File: config.mk
export PLATFORM = sky130hd
export DESIGN_NAME = dbus_uncached_axi_bridge
export DESIGN_NICKNAME = d
export VERILOG_FILES = /design/src/rtl/dbus_uncached_axi_bridge_pkg.sv /design/src/rtl/dbus_uncached_axi_bridge.sv
export SDC_FILE = /design/constraint.sdc
export NUM_CORES = 1
export LEC_CHECK = 0
export BUFFER_PORTS_ARGS = -buffer_cell sky130_fd_sc_hd__buf_2
export CORE_ASPECT_RATIO = 0.75
export CORE_MARGIN = 4
export CORE_UTILIZATION = 39
export CTS_BUF_LIST = sky130_fd_sc_hd__clkbuf_16
export DETAILED_ROUTE_END_ITERATION = 6
export PLACE_DENSITY = 0.79
export SLEW_MARGIN = 10
export SYNTH_ARGS = -nofsm -noshare
export SYNTH_HDL_FRONTEND = slang
export SYNTH_SLANG_ARGS = --single-unit
File: constraint.sdc
create_clock -name clk -period 1.4 [get_ports clk]
set_clock_uncertainty 0.1 [all_clocks]
set_input_delay 0 -clock clk [delete_from_list [all_inputs] [get_ports clk]]
set_output_delay 0 -clock clk [all_outputs]
set_load 0.005 [all_outputs]
File: src/rtl/dbus_uncached_axi_bridge_pkg.sv
// Shared types and constants for the uncached data-bus to AXI bridge.
package dbus_uncached_axi_bridge_pkg;

  // Bridge FSM: one outstanding transaction, reads and writes on separate paths
  typedef enum logic [2:0] {
    IDLE,
    RD_ADDR,
    RD_DATA,
    WR_REQ,
    WR_RESP,
    DONE
  } dbus_bridge_state_t;

  // CPU size encoding matches the low bits of AXI AxSIZE
  localparam logic [1:0] AXI_SIZE_BYTE = 2'd0;
  localparam logic [1:0] AXI_SIZE_HALF = 2'd1;
  localparam logic [1:0] AXI_SIZE_WORD = 2'd2;

endpackage

File: src/rtl/dbus_uncached_axi_bridge.sv
// Uncached/MMIO responder: turns one SRAM-like CPU request into a single-beat
// AXI read or write and returns a one-cycle completion pulse.
module dbus_uncached_axi_bridge
  import dbus_uncached_axi_bridge_pkg::*;
#(
  parameter int ADDR_WIDTH = 32,
  parameter int DATA_WIDTH = 32
) (
  input  logic                  clk,
  input  logic                  reset,
  input  logic                  cpu_req,
  input  logic                  cpu_wr,
  input  logic [1:0]            cpu_size,
  input  logic [ADDR_WIDTH-1:0] cpu_addr,
  input  logic [3:0]            cpu_wstrb,
  input  logic [DATA_WIDTH-1:0] cpu_wdata,
  output logic                  cpu_addr_ok,
  output logic                  cpu_data_ok,
  output logic [DATA_WIDTH-1:0] cpu_rdata,
  output logic [ADDR_WIDTH-1:0] araddr,
  output logic [2:0]            arsize,
  output logic                  arvalid,
  input  logic                  arready,
  input  logic [DATA_WIDTH-1:0] rdata,
  input  logic [1:0]            rresp,
  input  logic                  rvalid,
  output logic                  rready,
  output logic [ADDR_WIDTH-1:0] awaddr,
  output logic [2:0]            awsize,
  output logic                  awvalid,
  input  logic                  awready,
  output logic [DATA_WIDTH-1:0] wdata,
  output logic [3:0]            wstrb,
  output logic                  wvalid,
  input  logic                  wready,
  input  logic                  bvalid,
  output logic                  bready
);

  dbus_bridge_state_t state, state_nxt;

  logic                  req_wr;
  logic [1:0]            req_size;
  logic [ADDR_WIDTH-1:0] req_addr;
  logic [3:0]            req_wstrb;
  logic [DATA_WIDTH-1:0] req_wdata;
  logic                  aw_done;
  logic                  w_done;

  logic                  accept;
  logic                  aw_fire;
  logic                  w_fire;
  logic                  r_fire;
  logic [ADDR_WIDTH-1:0] accept_addr;

  // Response codes are not reported to the core; completion is unconditional.
  logic unused_rresp;
  assign unused_rresp = ^rresp;

  assign accept  = cpu_req && cpu_addr_ok;
  assign aw_fire = awvalid && awready;
  assign w_fire  = wvalid && wready;
  assign r_fire  = rready && rvalid;

  // Word accesses are always naturally aligned on the bus
  assign accept_addr = (cpu_size == AXI_SIZE_WORD) ?
                       {cpu_addr[ADDR_WIDTH-1:2], 2'b00} : cpu_addr;

  // Latched request fields drive the AXI address/data channels directly so
  // they stay stable for as long as the matching valid is held.
  assign araddr = req_addr;
  assign awaddr = req_addr;
  assign arsize = {1'b0, req_size};
  assign awsize = {1'b0, req_size};
  assign wdata  = req_wdata;
  assign wstrb  = req_wstrb;

  // State register
  always_ff @(posedge clk) begin
    if (reset) begin
      state <= IDLE;
    end else begin
      state <= state_nxt;
    end
  end

  // Request latch, per-channel write handshake flags and read data capture
  always_ff @(posedge clk) begin
    if (reset) begin
      req_wr    <= 1'b0;
      req_size  <= '0;
      req_addr  <= '0;
      req_wstrb <= '0;
      req_wdata <= '0;
      aw_done   <= 1'b0;
      w_done    <= 1'b0;
      cpu_rdata <= '0;
    end else begin
      if (accept) begin
        req_wr    <= cpu_wr;
        req_size  <= cpu_size;
        req_addr  <= accept_addr;
        req_wstrb <= cpu_wstrb;
        req_wdata <= cpu_wdata;
        aw_done   <= 1'b0;
        w_done    <= 1'b0;
      end else begin
        if (aw_fire) aw_done <= 1'b1;
        if (w_fire)  w_done  <= 1'b1;
      end
      if (r_fire) cpu_rdata <= rdata;
    end
  end

  // Next-state and channel controls; AW and W retire independently
  always_comb begin
    state_nxt   = state;
    cpu_addr_ok = 1'b0;
    cpu_data_ok = 1'b0;
    arvalid     = 1'b0;
    rready      = 1'b0;
    awvalid     = 1'b0;
    wvalid      = 1'b0;
    bready      = 1'b0;
    unique case (state)
      IDLE: begin
        cpu_addr_ok = 1'b1;
        if (cpu_req) state_nxt = cpu_wr ? WR_REQ : RD_ADDR;
      end
      RD_ADDR: begin
        arvalid = 1'b1;
        if (arready) state_nxt = RD_DATA;
      end
      RD_DATA: begin
        rready = 1'b1;
        if (rvalid) state_nxt = DONE;
      end
      WR_REQ: begin
        awvalid = !aw_done;
        wvalid  = !w_done;
        if ((aw_done || awready) && (w_done || wready)) state_nxt = WR_RESP;
      end
      WR_RESP: begin
        bready = 1'b1;
        if (bvalid) state_nxt = DONE;
      end
      DONE: begin
        cpu_data_ok = 1'b1;
        state_nxt   = IDLE;
      end
      default: state_nxt = IDLE;
    endcase
  end

  // req_wr is kept for debug visibility of the in-flight transaction type
  logic unused_req_wr;
  assign unused_req_wr = req_wr;

endmodule

==> metrics.yaml <==
run_status:
  status: "finished with violations"
  violations: "negative setup slack"
global_route:
  grt_pass1_wl_um: 23900
  grtUsageMet3_pct: 6.37
  met1_usage_pct: 26.9
  antenna_found_initial: 0
  grt_max_degree: 108
  overflow: 0
  grt_usage_pct: 23.6
  top_usage_layer: "met2"
  grt_use_met2_pct: 42.1
  grt_pass1_vias: 4816
floorplan:
  fp.dieH_um: 97.4
  initial_core_util_pct: 40.3
  core-area_um2: 10300
  ios: 258
  die_x_um: 127
  rows: 32
  die-area_um2: 12400
setup_path:
  cp.arrival_ns: 1.73
  critPathLaunch: "state[1]"
  critical_path_peak_fanout: 8
  worst_r2r_endpoint: "araddr[7]"
  rrSetupSlack_ns: -0.24
  r2r_start: "state[1]"
  critPathKind: "register to register"
  crit_path_end_kind: "register"
  start_kind: "register"
  r2r_cells: 4
  timing.critical_path.to: "araddr[7]"
  required_ns: 1.49
timing:
  grt_setup_unrepaired: "yes"
  hold_viol_final: 0
  period_minus_slack_ns: 1.64
  slew_headroom_pct: 62.6
  fin_crit_sh_pct: 117
  maxSlewViolCount: 0
  tightestPinTransition_ns: 0.562
  finalSetupViolCount: 109
  clock.fmax_mhz: 610
  tns_ns: -17.66
  hold_ws_ns: 0.0716
  setup_slack_ns: -0.238
drt:
  drtIter0Drc: 242
  wirelength_um: 16300
  drc: 0
  num_vias: 4946
  antenna_left: 0
  post_drt_wl_per_cell_um: 16.2
  drt_first_pass_iters: 5
  viasPerCell: 4.91
power_and_ir_drop:
  p_clk_share_pct: 28.9
  power_density_nw_per_um2: 1140
  peakVddDrop_v: 0.000872
  intPower_mw: 6.05
  swShare_pct: 28.9
  combinationalPowerShare_pct: 30.0
  power_mw: 8.51
  p_sw_mw: 2.46
  p_leak_nw: 3.53
  power_frac_seq_pct: 41.1
synthesis:
  syn_avg_cell_area_um2: 7.95
  yosys-top-cells-area: "dfxtp_1 52%, nand2_1 18%, a21oi_1 13%"
  netlist.area_leader.share_pct: 51.5
  synth_seq_cells: 107
  async_flop_share_pct: 0
  synthFlopType: "dfxtp_1"
  seq_area_frac_synth_pct: 51.5
  syn-instance-count: 523
  yosysWarnings: 0
  netlist_area_um2: 4160
  synth_cell_types: 26
  yosysTopAreaCell: "dfxtp_1"
  synth_edf_count: 0
clock_network:
  cts_tree: "built"
  htreeDepth: 3
  clock_path_buffers: 2
  clk_pin_slew_ns: 0.07
  cts.sinks: 107
  numCtsBuffers: 9
  clk_latency_ns: 0.33
  root_buffer: "clkbuf_16"
final_layout:
  layout_commonest_cell: "buf_2"
  instances_no_fill: 1007
  synthToLayoutAreaGrowth_pct: 78.8
  fill_cells: 737
  mostFrequentLayoutCells: "252 x buf_2, 155 x nand2_1, 107 x dlygate4sd3_1"
  nets: 979
  drive_gt1_share_pct: 44.3
placed_design:
  dp.cells: 860
  place_congestion: 0.795
  numPortBuffers: 253
  hpwlAfterDp_um: 8430
job:
  drv_cap: 0
hold_path:
  hold_class: "primary input to register"
==> registers in the layout (all words and copies together) (netlist names) <==
signal     cells
cpu_rdata     32
wstrb          4
w_done         1
wdata         32
req_size       2
araddr        32
aw_done        1
state          3
==> timing repair <==
action	CTS	global route
hold buffers	107	0
pin swaps	32	25
setup buffers	12	2
hold endpoints to repair	106	0
endpoints found under the setup margin	111	112
resized for setup	53	63
cloned	5	6
==> worst min path at each step <==
stage	slack (ns)	startpoint	end	depth (start not counted)
2_1_floorplan	0.04	rdata[0]	cpu_rdata[0]	2
3_3_place_gp	0.14	rdata[22]	cpu_rdata[22]	3
3_5_place_dp	0.15	rdata[29]	cpu_rdata[29]	3
4_1_cts	0.03	rvalid	state[1]	4
5_1_grt	0.09	rvalid	state[1]	4
6_report	0.07	rvalid	state[1]	4
==> critical path, stage by stage, from the launching register on <==
cell and delay, ns:
dfxtp_2 0.33, or4b_4 0.69, clkbuf_16 0.24, nand2_1 0.08, a21oi_2 0.05
==> through the flow <==
stage / setup WS, ns / area (µm²) / util (%)
final: -0.238 / 7430 / 72.0
after global routing: -0.263 / 7430 / 71.9
after CTS: -0.185 / 7090 / 68.6
after detailed placement: -0.293 / 5360 / 51.9
after global placement: -0.277 / 5360 / 51.9
after floorplan: -0.0549 / 4170 / -
==> cell usage after synthesis (3+ instances only) <==
library cell and n:
a21oi_1 107, buf_2 14, buf_4 37, buf_6 7
clkbuf_1 17, dfxtp_1 107, nand2_1 203, nand3b_1 3
nor3_1 3, nor3b_1 3
==> cells by family (layout without fill, tap and decap cells) <==
family	count (synthesis)	after routing	synth area share, %
AO/OA/AOI/OAI	112	112	13.8
buffers and inverters	75	421	11.8
flip-flops	107	107	51.5
multiplexers	1	1	0.241
other	1	3	0.0902
AND/OR/NAND/NOR	227	227	22.5
==> final cells by class <==
class / count / area, µm² / area share (%)
antenna: 1 / 2.50 / 0.0337
clock buffer: 9 / 225 / 3.03
clock inverter: 6 / 58.8 / 0.791
multi-input combinational: 342 / 1830 / 24.6
sequential: 107 / 2150 / 28.9
tap: 136 / 170 / 2.29
timing repair buffer: 406 / 3000 / 40.4
==> layer usage <==
layer / share of wire, % / wire length [µm] / up-vias
met1: 39 / 6310 / 2301
li1: - / - / 2344
met4: 2.9 / 480 / 0
met3: 7.9 / 1300 / 46
met2: 50 / 8210 / 255
met5: 0 / 0 / -
==> power by group through the flow <==
stage / logic [mW] / registers, mW / clock network, mW
5_1_grt: 2.74 / 3.53 / 2.63
2_1_floorplan: 0.908 / 3.55 / 0
4_1_cts: 2.20 / 3.46 / 2.50
6_report: 2.55 / 3.50 / 2.46
3_3_place_gp: 1.57 / 3.51 / 0
3_5_place_dp: 1.59 / 3.52 / 0
(Power assumes the default switching activity.)
